==> src/rtl/vga_pkg.sv <==
// Shared VGA timing constants and sprite helpers used by the renderer.
package vga_pkg;

  localparam int unsigned H_ACTIVE     = 640;
  localparam int unsigned V_ACTIVE     = 480;
  localparam int unsigned SPR_W        = 32;
  localparam int unsigned SPR_H        = 32;
  localparam int unsigned FLASH_FRAMES = 8;
  localparam int unsigned COLOR_W      = 3;
  localparam int unsigned FLASH_W      = 4;
  // First blanking row; its column 0 is the once-per-frame update point.
  localparam int unsigned TICK_ROW     = V_ACTIVE;
  localparam int unsigned X_MAX        = H_ACTIVE - SPR_W;
  localparam int unsigned Y_MAX        = V_ACTIVE - SPR_H;

  typedef enum logic {DirPos, DirNeg} dir_e;

  // Colour index cycles 1..7 and never lands on black (0).
  function automatic logic [COLOR_W-1:0] next_color(input logic [COLOR_W-1:0] c);
    return (c == 3'd7) ? 3'd1 : c + 3'd1;
  endfunction

endpackage

==> src/rtl/sprite_bounce_renderer_if.sv <==
// Pixel-stage bundle: generator timing/controls in, colour and re-timed syncs out.
interface sprite_bounce_renderer_if;
  logic [9:0] hpos;
  logic [9:0] vpos;
  logic       display_on;
  logic       hsync_in;
  logic       vsync_in;
  logic [1:0] speed_sel;
  logic       pause;
  logic [1:0] R;
  logic [1:0] G;
  logic [1:0] B;
  logic       hsync_out;
  logic       vsync_out;
  logic       bounce;

  modport master (
    output hpos, vpos, display_on, hsync_in, vsync_in, speed_sel, pause,
    input  R, G, B, hsync_out, vsync_out, bounce
  );

  modport slave (
    input  hpos, vpos, display_on, hsync_in, vsync_in, speed_sel, pause,
    output R, G, B, hsync_out, vsync_out, bounce
  );
endinterface

==> src/rtl/sprite_bounce_renderer_axis.sv <==
// One axis of sprite motion: position, direction and wall-hit detection.
module sprite_axis_mover
  import vga_pkg::*;
#(
  parameter int unsigned Max  = 608,
  parameter int unsigned Init = 304
) (
  input  logic       clk,
  input  logic       reset,
  input  logic       tick,
  input  logic       pause,
  input  logic [2:0] step,
  output logic [9:0] pos,
  output dir_e       dir,
  output logic       hit
);

  localparam logic signed [10:0] MaxS = 11'(Max);

  logic [9:0]        pos_q, pos_d;
  dir_e              dir_q, dir_d;
  logic signed [10:0] n;

  // Candidate position and wall clamping; hit only when a move actually happens.
  always_comb begin
    pos_d = pos_q;
    dir_d = dir_q;
    hit   = 1'b0;
    if (dir_q == DirNeg) n = $signed({1'b0, pos_q}) - $signed({8'b0, step});
    else                 n = $signed({1'b0, pos_q}) + $signed({8'b0, step});
    if (tick && !pause) begin
      if (n <= 11'sd0) begin
        pos_d = '0;
        dir_d = DirPos;
        hit   = 1'b1;
      end else if (n >= MaxS) begin
        pos_d = 10'(Max);
        dir_d = DirNeg;
        hit   = 1'b1;
      end else begin
        pos_d = n[9:0];
      end
    end
  end

  // Axis state register.
  always_ff @(posedge clk) begin
    if (reset) begin
      pos_q <= 10'(Init);
      dir_q <= DirPos;
    end else begin
      pos_q <= pos_d;
      dir_q <= dir_d;
    end
  end

  assign pos = pos_q;
  assign dir = dir_q;

endmodule

==> src/rtl/sprite_bounce_renderer.sv <==
// Bouncing-sprite pixel stage: moves the sprite once per frame, renders colour with 1-clk latency.
module sprite_bounce_renderer
  import vga_pkg::*;
(
  input logic                      clk,
  input logic                      reset,
  sprite_bounce_renderer_if.slave  bus
);

  logic [9:0]         x_pos, y_pos;
  dir_e               x_dir, y_dir;
  logic               hit_x, hit_y, hit_any, tick, in_spr;
  logic [2:0]         step;
  logic [COLOR_W-1:0] color_q, color_d;
  logic [FLASH_W-1:0] flash_q, flash_d;
  logic [5:0]         rgb_d;

  assign tick    = (bus.hpos == 10'd0) && (bus.vpos == 10'(TICK_ROW));
  assign step    = {1'b0, bus.speed_sel} + 3'd1;
  assign hit_any = hit_x | hit_y;

  sprite_axis_mover #(.Max(X_MAX), .Init(X_MAX / 2)) u_x (
    .clk   (clk),
    .reset (reset),
    .tick  (tick),
    .pause (bus.pause),
    .step  (step),
    .pos   (x_pos),
    .dir   (x_dir),
    .hit   (hit_x)
  );

  sprite_axis_mover #(.Max(Y_MAX), .Init(Y_MAX / 2)) u_y (
    .clk   (clk),
    .reset (reset),
    .tick  (tick),
    .pause (bus.pause),
    .step  (step),
    .pos   (y_pos),
    .dir   (y_dir),
    .hit   (hit_y)
  );

  // Colour/flash bookkeeping plus the combinational pixel colour.
  always_comb begin
    color_d = color_q;
    flash_d = flash_q;
    if (tick) begin
      if (hit_any) begin
        // A corner hit is one event: single colour advance.
        color_d = next_color(color_q);
        flash_d = FLASH_W'(FLASH_FRAMES);
      end else if (flash_q != '0) begin
        flash_d = flash_q - 1'b1;
      end
    end
    in_spr = bus.display_on
             && ({1'b0, bus.hpos} >= {1'b0, x_pos})
             && ({1'b0, bus.hpos} <  {1'b0, x_pos} + 11'(SPR_W))
             && ({1'b0, bus.vpos} >= {1'b0, y_pos})
             && ({1'b0, bus.vpos} <  {1'b0, y_pos} + 11'(SPR_H));
    rgb_d = '0;
    if (in_spr) begin
      if (flash_q != '0) rgb_d = 6'h3f;
      else rgb_d = {{2{color_q[0]}}, {2{color_q[1]}}, {2{color_q[2]}}};
    end
  end

  // State and output registers; syncs share the colour's 1-clk delay.
  always_ff @(posedge clk) begin
    if (reset) begin
      color_q       <= 3'd1;
      flash_q       <= '0;
      bus.R         <= '0;
      bus.G         <= '0;
      bus.B         <= '0;
      bus.hsync_out <= 1'b0;
      bus.vsync_out <= 1'b0;
      bus.bounce    <= 1'b0;
    end else begin
      color_q       <= color_d;
      flash_q       <= flash_d;
      bus.R         <= rgb_d[5:4];
      bus.G         <= rgb_d[3:2];
      bus.B         <= rgb_d[1:0];
      bus.hsync_out <= bus.hsync_in;
      bus.vsync_out <= bus.vsync_in;
      bus.bounce    <= tick & hit_any;
    end
  end

endmodule

==> src/flat_wrapper.sv <==
// flat-port wrapper written by rule: the top's interface ports become plain ports
module sprite_bounce_renderer_flat import vga_pkg::*;
  (clk, reset, bus_hpos, bus_vpos, bus_display_on, bus_hsync_in, bus_vsync_in, bus_speed_sel, bus_pause, bus_R, bus_G, bus_B, bus_hsync_out, bus_vsync_out, bus_bounce);
  sprite_bounce_renderer_if bus_i ();
  input logic clk;
  input logic reset;
  input wire logic [$bits(bus_i.hpos)-1:0] bus_hpos;
  input wire logic [$bits(bus_i.vpos)-1:0] bus_vpos;
  input wire logic [$bits(bus_i.display_on)-1:0] bus_display_on;
  input wire logic [$bits(bus_i.hsync_in)-1:0] bus_hsync_in;
  input wire logic [$bits(bus_i.vsync_in)-1:0] bus_vsync_in;
  input wire logic [$bits(bus_i.speed_sel)-1:0] bus_speed_sel;
  input wire logic [$bits(bus_i.pause)-1:0] bus_pause;
  output wire logic [$bits(bus_i.R)-1:0] bus_R;
  output wire logic [$bits(bus_i.G)-1:0] bus_G;
  output wire logic [$bits(bus_i.B)-1:0] bus_B;
  output wire logic [$bits(bus_i.hsync_out)-1:0] bus_hsync_out;
  output wire logic [$bits(bus_i.vsync_out)-1:0] bus_vsync_out;
  output wire logic [$bits(bus_i.bounce)-1:0] bus_bounce;
  assign bus_i.hpos = bus_hpos;
  assign bus_i.vpos = bus_vpos;
  assign bus_i.display_on = bus_display_on;
  assign bus_i.hsync_in = bus_hsync_in;
  assign bus_i.vsync_in = bus_vsync_in;
  assign bus_i.speed_sel = bus_speed_sel;
  assign bus_i.pause = bus_pause;
  assign bus_R = bus_i.R;
  assign bus_G = bus_i.G;
  assign bus_B = bus_i.B;
  assign bus_hsync_out = bus_i.hsync_out;
  assign bus_vsync_out = bus_i.vsync_out;
  assign bus_bounce = bus_i.bounce;
  sprite_bounce_renderer u_core (.clk(clk), .reset(reset), .bus(bus_i));
endmodule
==> config.mk <==
export PLATFORM = sky130hd
export DESIGN_NAME = sprite_bounce_renderer_flat
export DESIGN_NICKNAME = d
export VERILOG_FILES = /design/src/rtl/vga_pkg.sv /design/src/rtl/sprite_bounce_renderer_if.sv /design/src/rtl/sprite_bounce_renderer_axis.sv /design/src/rtl/sprite_bounce_renderer.sv /design/src/flat_wrapper.sv
export SDC_FILE = /design/constraint.sdc
export NUM_CORES = 1
export LEC_CHECK = 0
export CAP_MARGIN = 20
export CORE_UTILIZATION = 55
export DETAILED_ROUTE_END_ITERATION = 10
export PLACE_DENSITY = 0.83
export SYNTH_ARGS = -nofsm -noshare
export SYNTH_HDL_FRONTEND = slang
export SYNTH_HIERARCHICAL = 1
export SYNTH_SLANG_ARGS = --single-unit
==> constraint.sdc <==
create_clock -name clk -period 5.4 [get_ports clk]
set_clock_uncertainty 0.15 [all_clocks]
set_input_delay 1.08 -clock clk [delete_from_list [all_inputs] [get_ports clk]]
set_output_delay 1.08 -clock clk [all_outputs]
set_load 0.02 [all_outputs]
==> results.sh <==
export IMPL_outcome="complete, no violations"
export IMPL_wl_per_cell_um=15.39
export IMPL_post_dp_hpwl_um=7611
export IMPL_grt_max_degree=19
export IMPL_clkTransAtPathRegs_ps=70
export IMPL_rsz0062_at_grt="no"
export IMPL_crit_type="in2reg"
export IMPL_start_util=0.5683
export IMPL_die_w_um=85.79
export IMPL_hold_class="reg2reg"
export IMPL_min_period_ps=5133
export IMPL_area_growth_pct=18.96
export IMPL_layout_drive_gt1_share=0.1451
export IMPL_ant_nets=0
export IMPL_multi_input_area_um2=2929
export IMPL_power_density_nw_per_um2=152.5
export IMPL_cp_required_ps=5420
export IMPL_synth_xor_area_frac=0.04472
export IMPL_yosysTopAreaCellShare=0.1977
export IMPL_cts_tree="yes"
export IMPL_min_period_over_period=0.9505
export IMPL_diodes=0
export IMPL_yosys_area_top_type="ha_1"
export IMPL_setup_violations=0
export IMPL_antenna_found_initial=0
export IMPL_die_y_um=85.79
export IMPL_grt_pass1_vias=3584
export IMPL_avgSynthCellArea_um2=8.561
export IMPL_wl_met1_um=4182
export IMPL_hold_viol_final=0
export IMPL_synth_main_ff_cell="dfxtp_1"
export IMPL_die_area_um2=7359
export IMPL_yosys_area_share_simple=0.2346
export IMPL_hold_path_startpoint="u_core/flash_q[1]$_SDFFE_PP0P_"
export IMPL_seq_area_um2=700.7
export IMPL_timing_fmax_mhz=194.8
export IMPL_io_pins=37
export IMPL_slew_headroom=0.5636
export IMPL_ys_seq_area_frac=0.1815
export IMPL_whs_ps=356.1
export IMPL_h_tree_depth=2
export IMPL_numCtsBuffers=5
export IMPL_synth_nets=542
export IMPL_yosysMostFrequentCell="ha_1"
export IMPL_syn_inst=451
export IMPL_io_buffers=36
export IMPL_nNetsFinal=600
export IMPL_cp_max_fo=4
export IMPL_yosys_warnings=6
export IMPL_synth_top_family_by_area="compound AO/OA/AOI/OAI gates"
export IMPL_maxUsedRoutingLayer="met4"
export IMPL_arrival_ps=5150
export IMPL_track_usage=0.2638
export IMPL_synthMuxAreaShare=0.01685
export IMPL_drt_iter0_drc=174
export IMPL_wl_um=9325
export IMPL_synth_edf_count=0
export IMPL_synth_area_um2=3861
export IMPL_core_um2=6794
export IMPL_tns_ps=0
export IMPL_synth_common_cells="61 x ha_1, 47 x inv_1, 35 x dfxtp_1"
export IMPL_grt_first_pass_wirelength_um=15780
export IMPL_routed_via_density=5.970
export IMPL_end_kind="flip-flop"
export IMPL_regToRegStartpoint="u_core/u_x/dir$_SDFFE_PP0P_"
export IMPL_routed_wl_met2_um=4609
export IMPL_synthTopCellsByArea="ha_1 20%, dfxtp_1 18%, inv_1 4.6%"
export IMPL_grt_ovfl_total=0
export IMPL_yosys_area_share_adder=0.2080
export IMPL_drc=0
export IMPL_final_max_slew_violation_count=0
export IMPL_cp_startpoint="bus_speed_sel[1]"
export IMPL_place_gp_congestion=0.8900
export IMPL_ys_ff_latch=35
export IMPL_ctsLongestPathBuffers=2
export IMPL_yosysUniqueCellTypes=84
export IMPL_finalPower_w=0.0007006
export IMPL_rows=30
export IMPL_clk_insertion_delay_late_ps=290
export IMPL_synth_compound_area_frac=0.2469
export IMPL_fillers=556
export IMPL_dr_wl_met3_um=309
export IMPL_tightest_slew_ps=652.6
export IMPL_maxCapViolations=0
export IMPL_num_vias=3618
export IMPL_critical_path_startpoint_type="input pin"
export IMPL_cts_root_buf="clkbuf_8"
export IMPL_holdBufCountCts=0
export IMPL_leakagePower_nw=2.019
export IMPL_vdd_ir_drop_max_uv=93.84
export IMPL_first_pass_iters=4
export IMPL_async_reset_ff_frac=0
export IMPL_clock_sinks=35
stage by stage:
step                      std cells  setup WS [ps]  instance area, µm²    util
after global placement          597          30.52                4469  0.6578
after floorplan                 451          508.5                3861       -
after detailed placement        597         -131.9                4469  0.6578
after global routing            606          17.61                4593  0.6761
final                           606          267.5                4593  0.6761
after CTS                       605          176.0                4554  0.6704
layout make-up:
class	instances	share of cell area
Multi-Input combinational cell	356	0.6377
Clock inverter	2	0.002724
Timing Repair Buffer	63	0.1231
Sequential cell	35	0.1525
Clock buffer	6	0.01580
Tap cell	96	0.02615
Inverter	48	0.04195
final timing paths:
check                              endpoint  slack (ps)  cells past startpoint
min          u_core/flash_q[1]$_SDFFE_PP0P_         360                      2
max reg2reg  u_core/color_q[0]$_SDFFE_PP1P_        1700                     14
max          u_core/color_q[0]$_SDFFE_PP1P_         270                     19
min reg2reg  u_core/flash_q[1]$_SDFFE_PP0P_         360                      2
cell families (layout without fill, tap and decap cells):
kind of cell | count (synthesis) | count (layout)
xor+xnor | 18 | 18
mux | 6 | 6
simple gates | 143 | 143
compound gates | 126 | 126
fa+ha+maj | 63 | 63
flops | 35 | 35
buf+inv | 60 | 119
power by group:
group	internal [W]	leakage (nW)	total, W	switching [W]
logic	0.000120	1.70	0.000256	0.000136
clock network	0.0000901	0.0412	0.000186	0.0000957
registers	0.000259	0.283	0.000259	0.000000221
cell usage in the layout (no fill, tap or decap), types with 5 or more instances in the layout:
master           count
xnor2_1             12
nand2b_1             7
clkdlybuf4s50_1     35
o21ai_1              7
nand3_1             15
ha_1                60
nor2_1              23
a21o_1              13
nand2_1             20
nor2b_1              8
nand3b_1             8
buf_4               27
a21oi_1             32
nor3_1              15
a211oi_1             7
dfxtp_1             35
inv_1               47
clkbuf_8             5
o2111ai_1            7
o21ai_0             13
worst max-delay path, cell delays in order:
cell and delay [ps]:
clkdlybuf4s50_1 440, ha_4 300, inv_1 40, ha_1 170
ha_1 290, mux2i_2 170, ha_1 270, a21o_1 200
and4_1 210, or3_4 380, a2111oi_4 320, nand4_2 160
mux2_2 310, a21oi_2 190, nor2_1 90, nor3_1 140
buf_4 150, and3b_1 160, o21bai_1 70
routing by layer:
metal	track usage	vias up
li1	-	1802
met1	0.3161	1692
met2	0.4902	101
met3	0.02695	23
met4	0.08788	0
met5	0	-
repair_timing:
item	4_1_cts	5_1_grt
gates resized for setup	0	5
setup endpoints to repair	0	6
setup buffers	0	1
state kept, by name, indices dropped and copies added, names as in the netlist:
name / cells
u_core/bus.B: 1
u_core/bus.G: 1
u_core/bus.R: 1
u_core/bus.bounce: 1
u_core/bus.hsync_out: 1
u_core/bus.vsync_out: 1
u_core/color_q: 3
u_core/flash_q: 4
u_core/u_x/dir: 1
u_core/u_x/pos: 10
u_core/u_y/dir: 1
u_core/u_y/pos: 10
(Power assumes the default switching activity.)
